File: src/rtl/calc_alu_seq.sv
// Registered calculator ALU: single-cycle logic/arith ops, iterative shift-add multiply.
// Define CALC_ALU_DIV_EN to build the restoring divider for opcode 110.
module calc_alu_seq #(
    parameter int unsigned WIDTH = 8,
    parameter int unsigned CNT_W = $clog2(WIDTH) + 1
) (
    input  logic             clk,
    input  logic             rst,
    input  logic             in_valid,
    output logic             in_ready,
    input  logic [WIDTH-1:0] A,
    input  logic [WIDTH-1:0] B,
    input  logic [2:0]       opcode,
    output logic             out_valid,
    input  logic             out_ready,
    output logic [WIDTH-1:0] result,
    output logic             carry,
    output logic             zero,
    output logic             ovf,
    output logic             err
);

    localparam logic [CNT_W-1:0] CntLast = CNT_W'(WIDTH - 1);

    typedef enum logic [1:0] {StIdle, StBusy, StDone} state_e;

    state_e               state_q, state_d;
    logic [2*WIDTH-1:0]   a_q, a_d, acc_q, acc_d, acc_mul;
    logic [WIDTH-1:0]     b_q, b_d, result_q, result_d;
    logic [CNT_W-1:0]     cnt_q, cnt_d;
    logic                 carry_q, carry_d, zero_q, zero_d, ovf_q, ovf_d, err_q, err_d;
    logic                 load;
    logic [WIDTH:0]       sum, diff;
    logic                 add_ovf, sub_ovf;

    assign sum     = {1'b0, A} + {1'b0, B};
    assign diff    = {1'b0, A} - {1'b0, B};
    assign add_ovf = (A[WIDTH-1] == B[WIDTH-1]) && (sum[WIDTH-1] != A[WIDTH-1]);
    assign sub_ovf = (A[WIDTH-1] != B[WIDTH-1]) && (diff[WIDTH-1] != A[WIDTH-1]);
    assign acc_mul = b_q[0] ? acc_q + a_q : acc_q;

`ifdef CALC_ALU_DIV_EN
    // Divide reuses acc_q as {remainder, quotient}; a_q shifts the dividend out MSB-first.
    logic           div_q, div_d;
    logic [WIDTH:0] rem_sh, rem_sub;
    logic           rem_ge;
    logic [WIDTH-1:0] rem_n, quo_n;

    assign rem_sh  = {acc_q[2*WIDTH-1:WIDTH], a_q[WIDTH-1]};
    assign rem_sub = rem_sh - {1'b0, b_q};
    assign rem_ge  = rem_sh >= {1'b0, b_q};
    assign rem_n   = rem_ge ? rem_sub[WIDTH-1:0] : rem_sh[WIDTH-1:0];
    assign quo_n   = {acc_q[WIDTH-2:0], rem_ge};
`endif

    always_comb begin
        state_d  = state_q;
        a_d      = a_q;
        b_d      = b_q;
        acc_d    = acc_q;
        cnt_d    = cnt_q;
        result_d = result_q;
        carry_d  = carry_q;
        zero_d   = zero_q;
        ovf_d    = ovf_q;
        err_d    = err_q;
        load     = 1'b0;
`ifdef CALC_ALU_DIV_EN
        div_d    = div_q;
`endif
        unique case (state_q)
            StIdle: begin
                if (in_valid) begin
                    load     = 1'b1;
                    state_d  = StDone;
                    result_d = '0;
                    carry_d  = 1'b0;
                    ovf_d    = 1'b0;
                    err_d    = 1'b0;
                    case (opcode)
                        3'b000: begin
                            result_d = sum[WIDTH-1:0];
                            carry_d  = sum[WIDTH];
                            ovf_d    = add_ovf;
                        end
                        3'b001: begin
                            result_d = diff[WIDTH-1:0];
                            carry_d  = diff[WIDTH];
                            ovf_d    = sub_ovf;
                        end
                        3'b010: result_d = A & B;
                        3'b011: result_d = A | B;
                        3'b100: result_d = ~A;
                        3'b101: begin
                            load    = 1'b0;
                            state_d = StBusy;
                            a_d     = {{WIDTH{1'b0}}, A};
                            b_d     = B;
                            acc_d   = '0;
                            cnt_d   = '0;
`ifdef CALC_ALU_DIV_EN
                            div_d   = 1'b0;
`endif
                        end
`ifdef CALC_ALU_DIV_EN
                        3'b110: begin
                            if (B == '0) begin
                                result_d = '1;
                                err_d    = 1'b1;
                            end else begin
                                load    = 1'b0;
                                state_d = StBusy;
                                a_d     = {{WIDTH{1'b0}}, A};
                                b_d     = B;
                                acc_d   = '0;
                                cnt_d   = '0;
                                div_d   = 1'b1;
                            end
                        end
`endif
                        default: err_d = 1'b1;
                    endcase
                end
            end
            StBusy: begin
                cnt_d = cnt_q + CNT_W'(1);
                a_d   = a_q << 1;
                b_d   = b_q >> 1;
                acc_d = acc_mul;
`ifdef CALC_ALU_DIV_EN
                if (div_q) begin
                    b_d   = b_q;
                    acc_d = {rem_n, quo_n};
                end
`endif
                // Last iteration registers the result directly, giving WIDTH+1 total latency.
                if (cnt_q == CntLast) begin
                    load     = 1'b1;
                    state_d  = StDone;
                    result_d = acc_mul[WIDTH-1:0];
                    carry_d  = 1'b0;
                    ovf_d    = |acc_mul[2*WIDTH-1:WIDTH];
                    err_d    = 1'b0;
`ifdef CALC_ALU_DIV_EN
                    if (div_q) begin
                        result_d = quo_n;
                        ovf_d    = 1'b0;
                    end
`endif
                end
            end
            StDone: begin
                if (out_ready) state_d = StIdle;
            end
            default: state_d = StIdle;
        endcase
        if (load) zero_d = (result_d == '0);
    end

    always_ff @(posedge clk or posedge rst) begin
        if (rst) begin
            state_q  <= StIdle;
            a_q      <= '0;
            b_q      <= '0;
            acc_q    <= '0;
            cnt_q    <= '0;
            result_q <= '0;
            carry_q  <= 1'b0;
            zero_q   <= 1'b0;
            ovf_q    <= 1'b0;
            err_q    <= 1'b0;
`ifdef CALC_ALU_DIV_EN
            div_q    <= 1'b0;
`endif
        end else begin
            state_q  <= state_d;
            a_q      <= a_d;
            b_q      <= b_d;
            acc_q    <= acc_d;
            cnt_q    <= cnt_d;
            result_q <= result_d;
            carry_q  <= carry_d;
            zero_q   <= zero_d;
            ovf_q    <= ovf_d;
            err_q    <= err_d;
`ifdef CALC_ALU_DIV_EN
            div_q    <= div_d;
`endif
        end
    end

    assign in_ready  = (state_q == StIdle);
    assign out_valid = (state_q == StDone);
    assign result    = result_q;
    assign carry     = carry_q;
    assign zero      = zero_q;
    assign ovf       = ovf_q;
    assign err       = err_q;

endmodule

File: config.mk
export PLATFORM = sky130hd
export DESIGN_NAME = calc_alu_seq
export DESIGN_NICKNAME = d
export VERILOG_FILES = /design/src/rtl/calc_alu_seq.sv
export SDC_FILE = /design/constraint.sdc
export NUM_CORES = 1
export LEC_CHECK = 0
export ABC_CLOCK_PERIOD_IN_PS = 2750
export CORE_MARGIN = 5
export CORE_UTILIZATION = 35
export CTS_CLUSTER_SIZE = 8
export DETAILED_ROUTE_END_ITERATION = 6
export PLACE_DENSITY_LB_ADDON = 0.05
export SLEW_MARGIN = 40
export SYNTH_ARGS = -nofsm -noshare
export SYNTH_HDL_FRONTEND = slang
export SYNTH_SLANG_ARGS = --single-unit
export TNS_END_PERCENT = 10
File: constraint.sdc
create_clock -name clk -period 2.75 [get_ports clk]
set_input_delay 0.275 -clock clk [delete_from_list [all_inputs] [get_ports clk]]
set_output_delay 0.275 -clock clk [all_outputs]
set_load 0.01 [all_outputs]
; ---- Yosys cells after proc, flatten, opt, wreduce, memory -nomap -nowiden
; Index checks and enable logic that the tools add are counted.
[classes]
addsub = 4
n_eq_ne = 16
n_mux = 37
bitwise_logic = 3
n_reduce_logical = 11
[ops]
columns = operator, n
row1 = $mux 16, 5
row2 = $pmux 16 s2, 2
row3 = $pmux 8 s5, 1
row4 = $mux 8, 4
row5 = $pmux 8 s2, 2
row6 = $add 16x16->16, 1
row7 = $pmux 1 s2, 6
row8 = $add 8x8->9, 1
row9 = $mux 1, 9
row10 = $reduce_and 3->1, 3
row11 = $sub 8x8->9, 1
row12 = $and 8x8->8, 1
row13 = $logic_not 8->1, 1
row14 = $mux 2, 4
row15 = $mux 4, 2
row16 = $not 8->8, 1
row17 = $or 8x8->8, 1
row18 = $pmux 4 s2, 1
row19 = $reduce_or 8->1, 1
row20 = $eq 3x2->1 const B, 2
row21 = $eq 3x3->1 const B, 2
row22 = $pmux 2 s3, 1
row23 = $reduce_or 6->1, 1
row24 = $add 4x1->4 const B, 1
row25 = other kinds (12), 17
[word_totals]
ff_bits = 58
elab_cells = 81

; ---- Longest topological paths before layout
; Gate-level depths: netlist (run 1).
[logic_depth]
ltp_word = 6
mapped_depth = 12
depth_no_buf = 12

; ---- Least setup slack after synthesis (run 1)
; No wires, ideal clock.
[synth_path]
path_kind = register -> register
from = register a_q[0]
to = register zero_q, in the netlist zero
setup_time_ps = 101
arrival_ps = 2725
setup_slack_ps = -75
stages_incl_launch_ff = 11
path_buffers = 0
period_less_slack_ps = 2825
path_cell_list = dfrtp_1 ha_1 fa_1 a211oi_1 o21ai_1 a21o_1 a31oi_1 a21o_1 o31ai_1 or4_1 o32ai_1
[synth_between]
elab_chain_len = 5
[synth_lines]
columns = item, line_no
row1 = "start, declared", 28  ; logic [2*WIDTH-1:0] a_q, a_d, acc_q, acc_d, acc_mul;
row2 = "start signal, assigned", 163  ; a_q <= '0;
row3 = "start signal, assigned", 177  ; a_q <= a_d;
row4 = $add 16x16->16, 40  ; assign acc_mul = b_q[0] ? acc_q + a_q : acc_q;
row5 = $mux 16, 40
row6 = $mux 8, 137  ; if (cnt_q == CntLast) begin
row7 = $pmux 8 s2, 71  ; unique case (state_q)
row8 = named net result_d[6], 29  ; logic [WIDTH-1:0] b_q, b_d, result_q, result_d;
row9 = $logic_not 8->1, 157  ; if (load) zero_d = (result_d == '0);
row10 = "end signal, assigned", 183  ; zero_q <= zero_d;
row11 = "end, declared", 31  ; logic carry_q, carry_d, zero_q, zero_d, ovf_q, ovf_d, err_q, err_d;
; The timed path passes the listed nets, and every way through them passes these cells.
; A chain may end at the register's enable or synchronous reset.

; ---- Worst setup path in the final report (run 1)
; Same ends and word-level chain as after synthesis.

==> results of run 1 <==
==> how the worst max path moves through the flow <==
| stage | from | endpoint | slack [ns] | cells past startpoint |
|---|---|---|---|---|
| 6_report | a_q[0] | zero | -0.1 | 8 |
| 5_1_grt | a_q[0] | zero | -0.13 | 8 |
| 4_1_cts | acc_q[0] | zero | -0.20 | 8 |
| 3_5_place_dp | B[0] | zero | -0.62 | 12 |
| 3_3_place_gp | A[0] | zero | -0.56 | 12 |
| 2_1_floorplan | a_q[0] | zero | 0.04 | 8 |
==> synth_stat cells (6+ instances only) <==
library cell,instances,area share
nor2_1,44,0.035
nor3_1,7,0.0074
a21o_1,10,0.016
a31oi_1,8,0.011
mux2i_1,9,0.019
a211oi_1,6,0.0095
ha_1,41,0.11
o21bai_1,6,0.0095
nand2_1,52,0.041
nand3_1,18,0.019
a21oi_1,39,0.041
clkbuf_1,17,0.013
dfrtp_1,58,0.31
o31ai_1,6,0.0095
nor2b_1,10,0.013
xnor2_1,9,0.017
and3_1,11,0.015
a221o_1,7,0.015
o21ai_0,52,0.055
o211ai_1,7,0.011
inv_1,44,0.035
==> registers in the layout, summed over array words and instances, names as in the netlist <==
name,cells
a_q,16
acc_q,16
b_q,8
carry,1
cnt_q,4
err,1
ovf,1
result,8
state_q,2
zero,1
==> cells in the final DEF (no fill, tap or decap), types with 5 or more instances in the layout <==
| cell | count |
|---|---|
| nor3_1 | 7 |
| o211ai_1 | 7 |
| nand2_1 | 52 |
| nand4_1 | 5 |
| inv_1 | 41 |
| o21a_1 | 5 |
| buf_4 | 106 |
| o22ai_1 | 5 |
| nand2b_1 | 5 |
| a21o_1 | 10 |
| and3_1 | 11 |
| dfrtp_1 | 58 |
| a221o_1 | 7 |
| o31ai_1 | 6 |
| a31oi_1 | 7 |
| mux2i_1 | 9 |
| a21oi_1 | 38 |
| clkbuf_16 | 9 |
| o21bai_1 | 6 |
| xnor2_1 | 8 |
| nor2b_1 | 8 |
| nor2_1 | 43 |
| clkdlybuf4s50_1 | 33 |
| o21ai_0 | 49 |
| a22o_1 | 5 |
| ha_1 | 36 |
| nand3_1 | 18 |
==> per-layer routing <==
metal	part of all wire	routed length (µm)	vias to the layer above
met5	0	0	-
met4	0.011	174	0
met3	0.044	668	11
met2	0.43	6650	102
met1	0.51	7870	2294
li1	-	-	2335
==> what timing repair did <==
item	in CTS	in global routing
gates resized for setup	11	26
endpoints found under the hold margin	0	0
endpoints found under the setup margin	2	5
pin swaps	8	18
buffers inserted	1	8
==> through the flow <==
step / setup TNS [ns] / cells
5_1_grt: -0.216 / 876
3_5_place_dp: -1.46 / 854
4_1_cts: -0.254 / 868
6_report: -0.0985 / 876
3_3_place_gp: -1.18 / 854
2_1_floorplan: 0 / 570
==> power by group through the flow <==
stage	combinational [mW]	sequential (mW)	clock [mW]
3_3_place_gp	2.61	1.55	0
4_1_cts	2.69	1.55	1.03
3_5_place_dp	2.62	1.56	0
6_report	2.86	1.56	1.01
2_1_floorplan	1.67	1.46	0
5_1_grt	3.18	1.61	1.07
==> area by class of cell <==
| cell class | count | area (µm²) |
|---|---|---|
| fill | 1329 | 6810 |
| multi-input combinational | 439 | 3120 |
| sequential | 58 | 1450 |
| timing repair buffer | 145 | 1210 |
| clock buffer | 13 | 260 |
| tap | 176 | 220 |
| inverter | 45 | 169 |
==> logic make-up (layout without fill, tap and decap cells) <==
group / count (synthesis) / after routing / share of synthesized area
flip-flops: 58 / 58 / 0.307
XOR/XNOR: 11 / 11 / 0.0204
buffers and inverters: 73 / 203 / 0.0637
multiplexers: 11 / 11 / 0.0262
AND/OR/NAND/NOR: 179 / 179 / 0.189
adder cells (fa/ha/maj): 44 / 44 / 0.121
AO/OA/AOI/OAI: 194 / 194 / 0.273
==> worst max-delay path: cells and delay by family, from the launching register on <==
family | cells | cell delay [ns]
and+or+nand+nor | 3 | 1.19
adders and majority gates | 2 | 0.61
AOI/OAI and AO/OA | 3 | 0.54
DFF | 1 | 0.40
==> impl_metrics.csv, run 1 <==
group,metric,value,unit
outcome,status,"finished, violations left",
outcome,failed_checks,"setup timing",
power_and_ir_drop,clkPwrFrac,0.186,
floorplanning,core_area,0.0132,mm²
worst_setup_path,path_cells,"ha_4 > fa_2 > a211oi_2 > o211ai_1 > and3_1 > or4b_4 > or4_4 > o32ai_2",
timing,report.final.slew_viol_count,0,
worst_setup_path,cp-start-kind,"register",
cts,cts_tree,"built",
drt,drc,0,
worst_setup_path,cpMaxStageDelayCell,"or4b_4",
final_layout,fin_nets,765,
synthesis,seq_area_frac_synth,0.307,
timing,rsz0062_at_grt,"true",
global_route,met3_usage,0.0453,
worst_setup_path,r2r_cells,8,
floorplanning,fp.dieH,126,µm
worst_setup_path,worstReg2RegEnd,"zero",
final_layout,drive_above_1_share,0.227,
final_layout,utilization,0.486,
power_and_ir_drop,ir_drop,0.000374,V
timing,tightest_slew,0.750,ns
cts,clk_pin_slew_worst_paths,0.05,ns
global_route,grt_pass1_vias,4657,
power_and_ir_drop,seq_power_share,0.287,
timing,setup_viol,1,
power_and_ir_drop,p_per_area,844,mW/mm²
cts,clockBufferDepth,2,
timing,hold_viol,0,
final_layout,diodes,0,
power_and_ir_drop,p_leak,2.93,nW
global_route,gr-total-overflow,0,
synthesis,synth-main-ff-cell,"dfrtp_1",
final_layout,area_delta_synth_final,35.9,%
timing,layout_setup_ws,-0.0985,ns
final_layout,fin_area,0.00643,mm²
place,placed_cell_area,0.00597,mm²
power_and_ir_drop,switchingPower,2.17,mW
worst_setup_path,critPathArrivalTime,3.09,ns
worst_setup_path,crit_type,"register to register",
power_and_ir_drop,power,5.42,mW
synthesis,synth-edff-count,0,
cts,insertion_delay,0.33,ns
timing,fin_worst_skew,0.00646,ns
worst_setup_path,r2r_slack,-0.1,ns
worst_hold_path,min_path_type,"primary input to asynchronous set/reset pin",
synthesis,ys_seq_elements,58,
timing,max_freq,351,MHz
timing,min_period,2.85,ns
timing,fin_hold_ws,0.303,ns
global_route,use_met1,0.289,
drt,via_count,4742,
place,pre_cts_slack,-0.615,ns
global_route,grt.busiest_layer,"met1",
drt,initialDrtViolationCount,395,
synthesis,syn_inst,570,
global_route,grt_pass1_wl,24.6,mm
global_route,grt_max_degree,59,
floorplanning,die-area,0.0159,mm²
place,place_hpwl,11.7,mm
global_route,antenna_found_initial,0,
cts,cts.sinks,58,
place,routabilityCongestion,0.884,
synthesis,synthDistinctLibCells,73,
timing,maxSlewHeadroom,0.495,
timing,period_share,1.04,
worst_setup_path,cp.required,2.99,ns
worst_setup_path,crit_fanout,2,
cts,cts_root_buf,"clkbuf_16",
power_and_ir_drop,p_comb_frac,0.527,
floorplanning,rows,42,
floorplanning,start_util,0.357,
floorplanning,io-pin-count,37,
drt,via_per_inst,5.41,
place,numPortBuffers,36,
power_and_ir_drop,internal_power,3.26,mW
drt,routedWlPerCell,17.5,µm
drt,firstDrtPassIters,5,
cts,h-tree-depth,3,
synthesis,syn-num-nets,637,
synthesis,synth_async_sr_flop_share,1.00,
worst_setup_path,r2r-start,"a_q[0]",
worst_setup_path,cpPeakStageDelay,0.54,ns
drt,wirelength,15.4,mm
cts,hold_buffers,0,
global_route,grt.total_usage,0.194,
synthesis,yosysWarnings,0,
cts,cts_made_buffers,9,
job,drv_cap,0,
synthesis,synth_area,0.00473,mm²
synthesis,syn_avg_cell_area,8.30,µm²
global_route,grt_use_met2,0.283,
worst_setup_path,cp-end-kind,"register",
floorplanning,die_x,126,µm
power_and_ir_drop,power.share.switching,0.400,
drt,ant_nets,0,
(Power assumes the default switching activity.)
==> inputs of run 2 (changes only) <==
Settings changed: PLACE_DENSITY from default to 0.61, PLACE_DENSITY_LB_ADDON 0.05 to default.
==> impl_metrics.csv, run 2 (same netlist as run 1, synthesis figures left out) <==
group,metric,value,unit
outcome,status,"finished, violations left",
outcome,failed_checks,"setup timing",
power_and_ir_drop,ir_drop,0.000332,V
global_route,grt.total_usage,0.180,
global_route,grt_max_degree,43,
timing,period_share,1.03,
timing,max_freq,353,MHz
place,pre_cts_slack,-0.714,ns
final_layout,fin_nets,746,
place,dp.cells,844,
global_route,grt_pass1_vias,4795,
drt,via_per_inst,5.54,
global_route,gr-total-overflow,0,
floorplanning,die_x,126,µm
drt,ant_nets,0,
cts,post_cts_buffers,0,
place,numPortBuffers,36,
drt,dr_wl_met2,6.66,mm
drt,firstDrtPassIters,5,
place,routabilityCongestion,0.930,
cts,cts.sinks,58,
timing,tightest_slew,0.611,ns
worst_setup_path,cpMaxStageDelayCell,"or4b_4",
job,drv_cap,0,
floorplanning,core_area,0.0132,mm²
timing,layout_setup_ws,-0.0791,ns
drt,drc,0,
cts,clk_pin_slew_worst_paths,0.05,ns
final_layout,drive_above_1_share,0.205,
timing,report.final.slew_viol_count,0,
place,place_hpwl,10.8,mm
floorplanning,io-pin-count,37,
drt,initialDrtViolationCount,266,
worst_setup_path,cpPeakStageDelay,0.53,ns
timing,setup_viol,1,
final_layout,area_delta_synth_final,33.5,%
worst_setup_path,cp-end-kind,"register",
drt,routedWlPerCell,16.6,µm
power_and_ir_drop,p_leak,2.86,nW
timing,rsz0062_at_grt,"true",
worst_setup_path,crit_fanout,4,
timing,hold_viol,0,
final_layout,final_common_cell,"buf_4",
floorplanning,start_util,0.357,
floorplanning,rows,42,
worst_setup_path,crit_type,"primary input to register",
floorplanning,fp.dieH,126,µm
worst_setup_path,critPathArrivalTime,3.06,ns
final_layout,diodes,0,
worst_setup_path,path_cells,"clkdlybuf4s50_1 > buf_4 > fa_1 > inv_1 > mux4_2 > o21ai_1 > and3_1 > or4b_4 > or4_4 > o32ai_2",
drt,via_count,4761,
power_and_ir_drop,p_per_area,865,mW/mm²
timing,maxSlewHeadroom,0.590,
worst_setup_path,cp-start-kind,"primary input",
final_layout,fin_cells,860,
worst_setup_path,cp.required,2.98,ns
timing,fin_worst_skew,0.00856,ns
drt,top_layer_used,"met4",
cts,cts_root_buf,"clkbuf_16",
drt,m1WireLength,6.60,mm
drt,met3_length,634,µm
timing,tns,-0.0791,ns
cts,insertion_delay,0.32,ns
global_route,antenna_found_initial,0,
cts,cts_made_buffers,9,
drt,wirelength,14.3,mm
final_layout,reg_top3,"a_q x16, acc_q x16",
cts,clockBufferDepth,2,
cts,cts_tree,"built",
cts,h-tree-depth,3,
worst_hold_path,min_path_type,"primary input to asynchronous set/reset pin",
final_layout,layout_common_cells,"buf_4 (89), dfrtp_1 (58), nand2_1 (52)",
timing,min_period,2.83,ns
global_route,grt_pass1_wl,23.7,mm
floorplanning,die-area,0.0159,mm²
==> run 2: repair_timing <==
item | in CTS | in global routing
resized for setup | 13 | 16
pin swaps | 8 | 3
hold buffers | 0 | 0
cloned | 0 | 0
setup endpoints to repair | 3 | 5
==> run 2: report_power, final <==
group / total [mW] / switching [mW] / internal (mW) / leakage, nW
registers: 1.54 / 0.330 / 1.21 / 0.761
clock network: 1.27 / 0.390 / 0.883 / 0.160
logic: 2.66 / 1.41 / 1.25 / 1.94
==> run 2: cell type report <==
class	count	area, µm²
fill	1278	6930
multi-input combinational	439	3100
sequential	58	1450
timing repair buffer	126	1050
clock buffer	11	233
tap	176	220
inverter	45	169
clock inverter	5	103
==> run 2: routing by layer <==
| metal | vias up | GRT usage |
|---|---|---|
| li1 | 2295 | - |
| met1 | 2286 | 0.247 |
| met2 | 155 | 0.290 |
| met3 | 25 | 0.0246 |
| met4 | 0 | 0.0669 |
| met5 | - | 0 |
==> run 2: per-stage QoR <==
stage	util	cell area, µm²	hold WS [ns]	total power, mW
4_1_cts	0.473	6260	0.346	5.41
3_3_place_gp	0.444	5880	0.484	4.01
3_5_place_dp	0.444	5880	0.494	4.07
6_report	0.477	6320	0.325	5.47
5_1_grt	0.477	6320	0.386	5.87
2_1_floorplan	-	4740	0.415	3.12
==> run 2: path summary, 6_finish.rpt <==
kind	start	to	slack [ns]	cells after the start
setup / recovery	A[1]	zero	-0.08	10
max in group asynchronous	rst	acc_q[9]	1.83	3
min in group clk	acc_q[5]	acc_q[5]	0.51	2
hold reg to reg	acc_q[5]	acc_q[5]	0.51	2
setup reg to reg	acc_q[0]	zero	-0.07	10
hold / removal	rst	state_q[1]	0.33	2
==> run 2: critical path, delay by kind of cell <==
family	cells	cell delay [ns]
buf+inv	3	0.66
mux	1	0.22
fa+ha+maj	1	0.46
simple gates	3	1.16
compound gates	2	0.28
